===== src/rtl/id_operand_stage.sv =====
// Operand collection with EXE/MEM/WB bypass, load-use stall detection
// and the ID/EXE pipeline register.
module id_operand_stage #(
    parameter int DATA_W = 32,
    parameter int REG_AW = 5
) (
    input  logic              clk,
    input  logic              rst_n,
    input  logic              id_valid,
    input  logic [REG_AW-1:0] id_rs,
    input  logic [REG_AW-1:0] id_rt,
    input  logic              id_use_rs,
    input  logic              id_use_rt,
    input  logic              id_wreg,
    input  logic [REG_AW-1:0] id_wn,
    input  logic              id_m2reg,
    input  logic              id_wmem,
    input  logic [3:0]        id_aluc,
    input  logic              id_aluimm,
    input  logic [DATA_W-1:0] id_imm,
    input  logic [DATA_W-1:0] rf_qa,
    input  logic [DATA_W-1:0] rf_qb,
    input  logic [DATA_W-1:0] exe_alu,
    input  logic              mem_wreg,
    input  logic [REG_AW-1:0] mem_wn,
    input  logic              mem_m2reg,
    input  logic [DATA_W-1:0] mem_alu,
    input  logic [DATA_W-1:0] mem_mdo,
    input  logic              wb_wreg,
    input  logic [REG_AW-1:0] wb_wn,
    input  logic [DATA_W-1:0] wb_d,
    input  logic              flush,
    output logic              stall,
    output logic              ex_valid,
    output logic [DATA_W-1:0] ex_a,
    output logic [DATA_W-1:0] ex_b,
    output logic [DATA_W-1:0] ex_imm,
    output logic              ex_wreg,
    output logic [REG_AW-1:0] ex_wn,
    output logic              ex_m2reg,
    output logic              ex_wmem,
    output logic [3:0]        ex_aluc,
    output logic              ex_aluimm
);

    logic              exe_fwd;
    logic [DATA_W-1:0] mem_val;
    logic [DATA_W-1:0] opa;
    logic [DATA_W-1:0] opb;
    logic              hz_rs;
    logic              hz_rt;
    logic              bubble;

    // A load in EXE has no data yet, so it never forwards from exe_alu.
    assign exe_fwd = ex_valid & ex_wreg & ~ex_m2reg;
    assign mem_val = mem_m2reg ? mem_mdo : mem_alu;

    function automatic logic [DATA_W-1:0] resolve(
        input logic [REG_AW-1:0] rn,
        input logic [DATA_W-1:0] rf
    );
        logic [DATA_W-1:0] v;
        if (rn == '0)
            v = '0;
        else if (exe_fwd && ex_wn == rn)
            v = exe_alu;
        else if (mem_wreg && mem_wn == rn)
            v = mem_val;
        else if (wb_wreg && wb_wn == rn)
            v = wb_d;
        else
            v = rf;
        return v;
    endfunction

    always_comb begin
        opa = resolve(id_rs, rf_qa);
        opb = resolve(id_rt, rf_qb);
    end

    assign hz_rs = id_use_rs & (id_rs == ex_wn);
    assign hz_rt = id_use_rt & (id_rt == ex_wn);

    assign stall = id_valid & ~flush & ex_valid & ex_wreg & ex_m2reg
                 & (ex_wn != '0) & (hz_rs | hz_rt);

    assign bubble = flush | stall | ~id_valid;

    always_ff @(posedge clk or negedge rst_n) begin
        if (!rst_n) begin
            ex_valid  <= 1'b0;
            ex_a      <= '0;
            ex_b      <= '0;
            ex_imm    <= '0;
            ex_wreg   <= 1'b0;
            ex_wn     <= '0;
            ex_m2reg  <= 1'b0;
            ex_wmem   <= 1'b0;
            ex_aluc   <= '0;
            ex_aluimm <= 1'b0;
        end else if (bubble) begin
            ex_valid  <= 1'b0;
            ex_wreg   <= 1'b0;
            ex_m2reg  <= 1'b0;
            ex_wmem   <= 1'b0;
        end else begin
            ex_valid  <= 1'b1;
            ex_a      <= opa;
            ex_b      <= opb;
            ex_imm    <= id_imm;
            ex_wreg   <= id_wreg;
            ex_wn     <= id_wn;
            ex_m2reg  <= id_m2reg;
            ex_wmem   <= id_wmem;
            ex_aluc   <= id_aluc;
            ex_aluimm <= id_aluimm;
        end
    end

endmodule


===== config.mk =====
export PLATFORM = sky130hd
export DESIGN_NAME = id_operand_stage
export DESIGN_NICKNAME = d
export VERILOG_FILES = /design/src/rtl/id_operand_stage.sv
export SDC_FILE = /design/constraint.sdc
export NUM_CORES = 1
export LEC_CHECK = 0
export ABC_CLOCK_PERIOD_IN_PS = 2300
export CAP_MARGIN = 20
export CORE_UTILIZATION = 35
export CTS_CLUSTER_DIAMETER = 30
export DETAILED_ROUTE_END_ITERATION = 8
export PLACE_DENSITY_LB_ADDON = 0.08
export RECOVER_POWER = 50
export SKIP_CTS_REPAIR_TIMING = 1
export SLEW_MARGIN = 40
export SYNTH_ARGS = -nofsm -noshare
export SYNTH_HDL_FRONTEND = slang
export SYNTH_SLANG_ARGS = --single-unit
export TNS_END_PERCENT = 30

===== constraint.sdc =====
create_clock -name clk -period 2.3 [get_ports clk]
set_input_delay 0.345 -clock clk [delete_from_list [all_inputs] [get_ports clk]]
set_output_delay 0.345 -clock clk [all_outputs]
set_load 0.01 [all_outputs]

# Yosys cells after proc, flatten, opt, wreduce, memory -nomap -nowiden
# Index checks and enable logic that the tools add are counted.
dict set report op_classes {
  n_eq_ne 8
  muxes 13
  bitwise 16
  reduce_logical 9
}
# operator count
set ops {}
lappend ops {{32-bit 2-to-1 mux} 9}
lappend ops {{5-bit == test} 8}
lappend ops {{1-bit AND} 10}
lappend ops {{5-bit logical NOT} 2}
lappend ops {{1-bit logical AND} 6}
lappend ops {{5-bit nonzero test} 1}
lappend ops {{1-bit 2-to-1 mux} 4}
lappend ops {{1-bit inverter} 3}
lappend ops {{1-bit bitwise OR} 3}
dict set report totals {
  register_bits 110
  in_bits 266
  word_cells 56
}

# Depth between registers and ports, before layout
# Gate-level depths: netlist of the first run.
dict set report logic_depth {
  depth_word 10
  ltp_mapped 8
  depth_no_buf 5
}

# Worst setup path before layout of the first run
# No wires, ideal clock.
dict set report synth_path {
  path_kind {reg-to-reg}
  startpoint {reg ex_wn[1]}
  endpoint {reg ex_aluc[0]}
  t_arrival_ns 1.938
  required_ns 2.175
  slack_ns 0.237
  stages_incl_launch_ff 8
  path_cell_list {dfrtp_1 > nor4_4 > a211oi_2 > and3_1 > buf_6 > nor2_8 > buf_6 > mux2_4}
}
dict set report synth_via {
  elab_chain_cells 6
  word_cells_on_any_way 10
}
# item line_no
set synth_lines {}
lappend synth_lines {{start: declaration} 39} ;# output logic [REG_AW-1:0] ex_wn,
lappend synth_lines {{start signal: assignment} 112} ;# ex_wn <= id_wn;
lappend synth_lines {{5-bit == test, on equally long branches} {81, 82}}
lappend synth_lines {{1-bit AND, on equally long branches} {81, 82}}
lappend synth_lines {{1-bit bitwise OR} 85} ;# & (ex_wn != '0) & (hz_rs | hz_rt);
lappend synth_lines {{1-bit AND (*)} 85}
lappend synth_lines {{1-bit bitwise OR (*) (2 in a row)} 87} ;# assign bubble = flush | stall | ~id_valid;
lappend synth_lines {{end signal: assignment} 115} ;# ex_aluc <= id_aluc;
lappend synth_lines {{end: declaration} 42} ;# output logic [3:0] ex_aluc,
# Every way passes the cells marked *; elsewhere a longest branch is shown, timed or not.
# A chain may end at the register's enable or synchronous reset.

# Worst setup path after layout of the first run
dict set report layout_path {
  startpoint {in id_rt[1]}
  endpoint {reg ex_b[20]}
}
dict set report layout_via {
  elab_chain_cells 6
  word_cells_on_any_way 17
}
# item line_no
set layout_lines {}
lappend layout_lines {{start: declaration} 11} ;# input logic [REG_AW-1:0] id_rt,
lappend layout_lines {{5-bit == test, on equally long branches} {65, 82, 69}}
lappend layout_lines {{1-bit AND / 1-bit logical AND (equally long branches)} {82, 69}}
lappend layout_lines {{1-bit bitwise OR / 32-bit 2-to-1 mux (equally long branches)} {85, 69}}
lappend layout_lines {{1-bit AND / 32-bit 2-to-1 mux (equally long branches)} {85, 67}}
lappend layout_lines {{1-bit bitwise OR / 32-bit 2-to-1 mux (equally long branches)} {87, 65}}
lappend layout_lines {{1-bit bitwise OR / 32-bit 2-to-1 mux (equally long branches)} {87, 63}}
lappend layout_lines {{end signal: assignment} 109} ;# ex_b <= opb;
lappend layout_lines {{end: declaration} 36} ;# output logic [DATA_W-1:0] ex_b,
# Parallel ways exist; a longest one is shown, timed or not.

==> out/qor.yml, run 1 <==
status: "finished, final reports clean"
ys_seq_elements: 110
cts_root_buffer: "clkbuf_16"
synth_top_area_share_pct: 36.6
wire_per_inst_um: 22.3
grtUsageTotal_pct: 28.8
ir_drop_uv: 320
grt_setup_unrepaired: "true"
drive_above_1_share_pct: 14.3
async_flop_share_pct: 100
gp_congestion: 0.893
nets: 1432
hold_class: "reg -> reg"
hold_path_depth: 1
rows: 53
drtIter0Drc: 620
core-area_um2: 21100
die_area_um2: 22100
syn_area_per_cell_um2: 9.79
drt_wl_total_um: 32300
grt_first_pass_wirelength_um: 48100
slew-limit-headroom_pct: 39.3
antenna_found_initial: 4
start_kind: "input port"
pin_count: 377
clk_pin_slew_ps: 90
fin_crit_ps: 2230
first_pass_iters: 5
max-cap-violations: 0
yosys.area.top_type: "dfrtp_1"
area.growth.synth_to_final_pct: 65.7
clock-sinks: 110
vias: 8230
slowest_delay_ps: 480
required_ps: 2530
synth_cell_types: 52
portBuffers: 376
cts_tree: "done"
p_leak_nw: 5.14
cpMostUsedCell: "buf_4"
setup_viol: 0
fill_cells: 1861
antenna_left: 0
cpMaxStageDelayCell: "nor4_4"
critical_path_class: "in -> reg"
die_w_um: 149
powerDensity_nw_per_um2: 502
finalClockSkew_ps: 20.4
worst_pin_slew_ps: 911
clock_path_buffers: 2
syn-num-nets: 1035
ys_warn_count: 0
h-tree-depth: 3
drc_errors: 0
cts_buffers: 9
synth_edf_count: 0
cp.arrival_ps: 2460
max_freq_mhz: 449
worstPathMaxFanout: 11
slew_violations: 0
crit_path_end_kind: "flop"
regArea_um2: 2750
synthCells: 769
fin_crit_sh_pct: 96.9
rr_worst_depth: 8
grt_overflow: 0
whs_ps: 489
hold_viol_final: 0
dp_hpwl_um: 24000
start_util_pct: 35.7
clkLatencyLatePin_ps: 360
yosysSeqAreaShare_pct: 36.6
synth.cell_area_um2: 7530
multiInputGateArea_um2: 4390
synth-main-ff-cell: "dfrtp_1"
utilization_pct: 59.2
grt_pass1_vias: 8261
via_per_inst: 5.68
die-height_um: 149
grt_max_degree: 42
netlist_top_cells_area: "dfrtp_1, and3_1, mux2_4"
crit_chain: "clkdlybuf4s50_1 > buf_4 > xor2_1 > nor4_4 > and2_1 > buf_4 > a211oi_1 > o311ai_0"
final timing paths:
path / start / end / slack (ps)
min in group asynchronous: rst_n / ex_imm[5]$_DFFE_PN0N_ / 610
worst min register to register: ex_imm[26]$_DFFE_PN0N_ / ex_imm[26]$_DFFE_PN0N_ / 490
worst max-delay path: id_rt[1] / ex_b[20]$_DFFE_PN0N_ / 70
max in group asynchronous: rst_n / ex_b[19]$_DFFE_PN0N_ / 300
worst max register to register: ex_wn[1]$_DFFE_PN0N_ / ex_imm[21]$_DFFE_PN0N_ / 80
worst min-delay path: ex_imm[26]$_DFFE_PN0N_ / ex_imm[26]$_DFFE_PN0N_ / 490
final cells by class:
cell class,instances,area share (%)
clock inverter,7,0.582
sequential,110,22.1
clock buffer,9,1.81
tap,275,2.76
inverter,1,0.0301
multi-input combinational,577,35.2
antenna,4,0.0802
timing repair buffer,467,37.5
cell families (layout without fill, tap and decap cells):
group	Yosys count	after routing	share of synthesized area [%]
AND/OR/NAND/NOR	236	236	19.5
buffers and inverters	82	484	5.65
multiplexers	68	68	11.3
AO/OA/AOI/OAI	242	242	23.4
other	0	4	0
flip-flops	110	110	36.6
XOR/XNOR	31	31	3.61
state kept, by name (all words and copies together) (netlist names):
name and flops:
ex_a 32, ex_aluc 4, ex_aluimm 1, ex_b 32, ex_imm 32, ex_m2reg 1, ex_valid 1, ex_wmem 1
ex_wn 5, ex_wreg 1
worst max-delay path: cells and delay by family:
kind / cells / cell delay [ps]
buffers and inverters: 3 / 820
xor gates and xnor gates: 1 / 180
AOI/OAI and AO/OA: 2 / 380
and+or+nand+nor: 2 / 730
power breakdown:
| part | internal, mW | switching (mW) |
|---|---|---|
| Clock | 0.776 | 0.863 |
| Combinational | 1.32 | 0.939 |
| Sequential | 2.20 | 0.162 |
| Total | 4.30 | 1.96 |
per-layer routing:
metal / GRT usage (%) / share of wire, %
met4: 7.89 / 1.6
met1: 37.7 / 41
met2: 47.3 / 48
met3: 6.69 / 9.9
met5: 0 / 0
synthesized netlist by cell type (all sizes together) (5+ instances only):
cell,count
dfrtp,110
and3,74
o21ai,65
nand3,56
clkbuf,46
mux2,44
a21boi,42
o221ai,42
o31ai,42
nand2,37
buf,35
xor2,26
a211oi,24
mux2i,24
o311ai,22
and2,14
nand4,11
nor2,11
nor3b,10
nor4,6
nor2b,5
xnor2,5
placed cells by master (no fill, tap or decap), drive strengths merged, types with 24 or more instances in the layout:
cell type and instances:
o21ai 65, nand2 37, mux2 44, clkdlybuf4s50 322
a21boi 42, nand3 56, o221ai 42, dlygate4sd3 52
buf 88, dfrtp 110, xor2 26, a211oi 24
mux2i 24, o31ai 42, and3 74
metrics by stage:
step | TNS (ps) | power [mW] | instance area (µm²) | setup slack (ps) | instances
floorplan | 0 | 3.24 | 7530 | 237 | 769
global placement | -13680 | 4.68 | 12100 | -190 | 1427
detailed placement | -17810 | 4.70 | 12100 | -269 | 1427
CTS | -303 | 6.36 | 12400 | -303 | 1443
global route | -59.0 | 6.56 | 12500 | -24.0 | 1446
finish | 0 | 6.26 | 12500 | 71.3 | 1450
Note: power is estimated with default switching activity, not from simulation.
==> run 2: changes to the inputs <==
CELL_PAD_IN_SITES_DETAIL_PLACEMENT = 0   (was default)
CELL_PAD_IN_SITES_GLOBAL_PLACEMENT = 2   (was default)
CORE_UTILIZATION = 23   (was 35)
SKIP_LAST_GASP = 1   (was default)
TNS_END_PERCENT = default   (was 30)
==> run 2 against run 1 <==
Non-clock buffer count rose by 11. Via count fell by 1.5%. First-iteration DRC count fell by 27%. Maximum frequency fell by 0.76%. Largest power group unchanged. Register-to-register slack got worse by 30 ps. Wire length rose by 15%. Sequential power barely moved. Largest cell class unchanged.
==> out/qor.yml, run 2 (synthesis results as in run 1) <==
reg2reg_from: "ex_wn[3]$_DFFE_PN0N_"
ir_drop_uv: 486  # +52%
max-cap-violations: 0  # unchanged
critical_path_class: "reg -> reg"
crit_chain: "nor4_4 > a211oi_2 > buf_4 > and3_2 > nor2_8 > buf_12 > mux2_4"
cp.arrival_ps: 2500  # +40 ps
dp_hpwl_um: 27700  # +15%
setup_viol: 0  # unchanged
clock-sinks: 110  # unchanged
cts_root_buffer: "clkbuf_16"
drc_errors: 0  # unchanged
rr_worst_depth: 7  # -1
fin_crit_ps: 2250  # +17.0 ps
h-tree-depth: 3  # unchanged
via_per_inst: 5.00  # -12%
nets: 1443  # +0.77%
area.growth.synth_to_final_pct: 72.1
max_freq_mhz: 445  # -0.76%
critPathBufInv: 2  # -1
die-height_um: 183  # +23%
grt_pass1_vias: 8543  # +3.4%
die_w_um: 183  # +23%
pin_count: 377  # unchanged
slowest_delay_ps: 450  # -30 ps
grt_first_pass_wirelength_um: 54100  # +12%
core-area_um2: 31900  # +51%
grt_setup_unrepaired: "true"
crit_path_end_kind: "flop"
worst_pin_slew_ps: 832  # -78.8 ps
fin_tns_setup_ps: 0  # unchanged
clock_path_buffers: 2  # unchanged
regToRegSetupSlack_ps: 50  # -30 ps
first_pass_iters: 4  # -1
p_leak_nw: 5.26  # +2.4%
final_common_cell: "clkdlybuf4s50_1"
antenna_left: 0  # unchanged
finalClockSkew_ps: 25.3  # +4.93 ps
biggestRegsByFlops: "ex_a x32, ex_b x32, ex_imm x32"
gp_congestion: 0.780  # -13%
drive_above_1_share_pct: 15.2  # +0.97 points
grt_overflow: 0  # unchanged
drt_wl_total_um: 37200  # +15%
start_kind: "flop"
slew_violations: 0  # unchanged
drtIter0Drc: 450  # -27%
cp_top_family: "simple AND/OR/NAND/NOR gates"
portBuffers: 376  # unchanged
cts_tree: "done"
regToRegEndpoint: "ex_imm[22]$_DFFE_PN0N_"
status: "finished, final reports clean"
cpMaxStageDelayCell: "dfrtp_2"
wire_per_inst_um: 22.9  # +2.8%
stdcell_count: 1621  # +12%
fin_crit_sh_pct: 97.6  # +0.74 points
dp.cells: 1595  # +12%
antenna_found_initial: 7  # +3
slew-limit-headroom_pct: 44.5  # +5.3 points
cts_buffers: 9  # unchanged
clkLatencyLatePin_ps: 380  # +20 ps
layout_common_cells: "clkdlybuf4s50_1, dfrtp_1, and3_1"
worstPathMaxFanout: 20  # +9
clk_pin_slew_ps: 110  # +20 ps
hold_viol_final: 0  # unchanged
required_ps: 2560  # +30 ps
hold_class: "reg -> reg"
grt_max_degree: 56  # +33%
vias: 8104  # -1.5%
holdPathEnd: "ex_imm[24]$_DFFE_PN0N_"
grtUsageTotal_pct: 21.7  # -7.1 points
rows: 65  # +23%
start_util_pct: 23.6  # -12 points
die_area_um2: 33500  # +51%
hold_start: "ex_imm[24]$_DFFE_PN0N_"
powerDensity_nw_per_um2: 497  # -0.92%
hold_path_depth: 1  # unchanged
path_depth: 7  # -1
## run 2: cell count changes in the layout (fill, tap and decap cells not counted), moves of 2 or more
cell           change
o21ai_0            +5
clkbuf_4           +2
buf_4              -4
buf_12             +9
and2_1             -3
inv_8              -2
and2_2             +3
buf_6              +3
dlygate4sd3_1      -2
clkbuf_16          +2
o21ai_1            -4
clkbuf_2           -2
## run 2: final cells by class
class,count,area [µm²]
antenna,4,10.0
multi-input combinational,577,4390
inverter,1,3.75
timing repair buffer,478,4950
tap,435,544
fill,3204,18900
sequential,110,2750
clock buffer,9,225
clock inverter,7,86.3
## run 2: metrics by stage
step | area, µm² | power (mW) | hold WS [ps] | util, % | worst slack [ps]
floorplan | 7530 | 3.24 | 49.4 | - | 237
global placement | 12500 | 4.77 | 215 | 39.3 | -321
detailed placement | 12500 | 4.78 | 212 | 39.3 | -331
CTS | 12900 | 6.57 | -207 | 40.3 | -247
global route | 13000 | 6.76 | 511 | 40.6 | -17.5
finish | 13000 | 6.44 | 487 | 40.6 | 54.3
## run 2: worst register-to-register path, stage by stage, from the launching register on
cell      delay [ps]
dfrtp_2          450
nor4_4           310
a211oi_2         150
buf_4            160
and3_2           280
nor2_8           230
buf_12           230
mux2_4           320
## run 2: worst max-delay path by stage
stage / to / start / slack (ps)
4_1_cts: stall / ex_wn[1]$_DFFE_PN0N_ / -250
2_1_floorplan: ex_aluc[0]$_DFFE_PN0N_ / ex_wn[1]$_DFFE_PN0N_ / 240
5_1_grt: ex_b[20]$_DFFE_PN0N_ / ex_wn[3]$_DFFE_PN0N_ / -20
6_report: ex_imm[22]$_DFFE_PN0N_ / ex_wn[3]$_DFFE_PN0N_ / 50
3_5_place_dp: ex_b[7]$_DFFE_PN0N_ / id_rt[2] / -330
3_3_place_gp: ex_b[16]$_DFFE_PN0N_ / id_rt[2] / -320
## run 2: per-layer routing
metal | up-vias | share of wire, % | GRT usage (%) | wire length [µm]
met5 | - | 0.10 | 0 | 38
met4 | 6 | 1.7 | 5.70 | 650
met3 | 40 | 6.5 | 5.24 | 2430
met2 | 298 | 46 | 34.8 | 17100
met1 | 3986 | 46 | 28.9 | 16900
li1 | 3774 | - | - | -
## run 2: power breakdown
group / switching, mW / internal (mW) / total [mW] / leakage, nW
combinational: 0.975 / 1.36 / 2.33 / 3.77
sequential: 0.162 / 2.20 / 2.36 / 1.34
clock: 0.958 / 0.791 / 1.75 / 0.151
total: 2.09 / 4.35 / 6.44 / 5.26
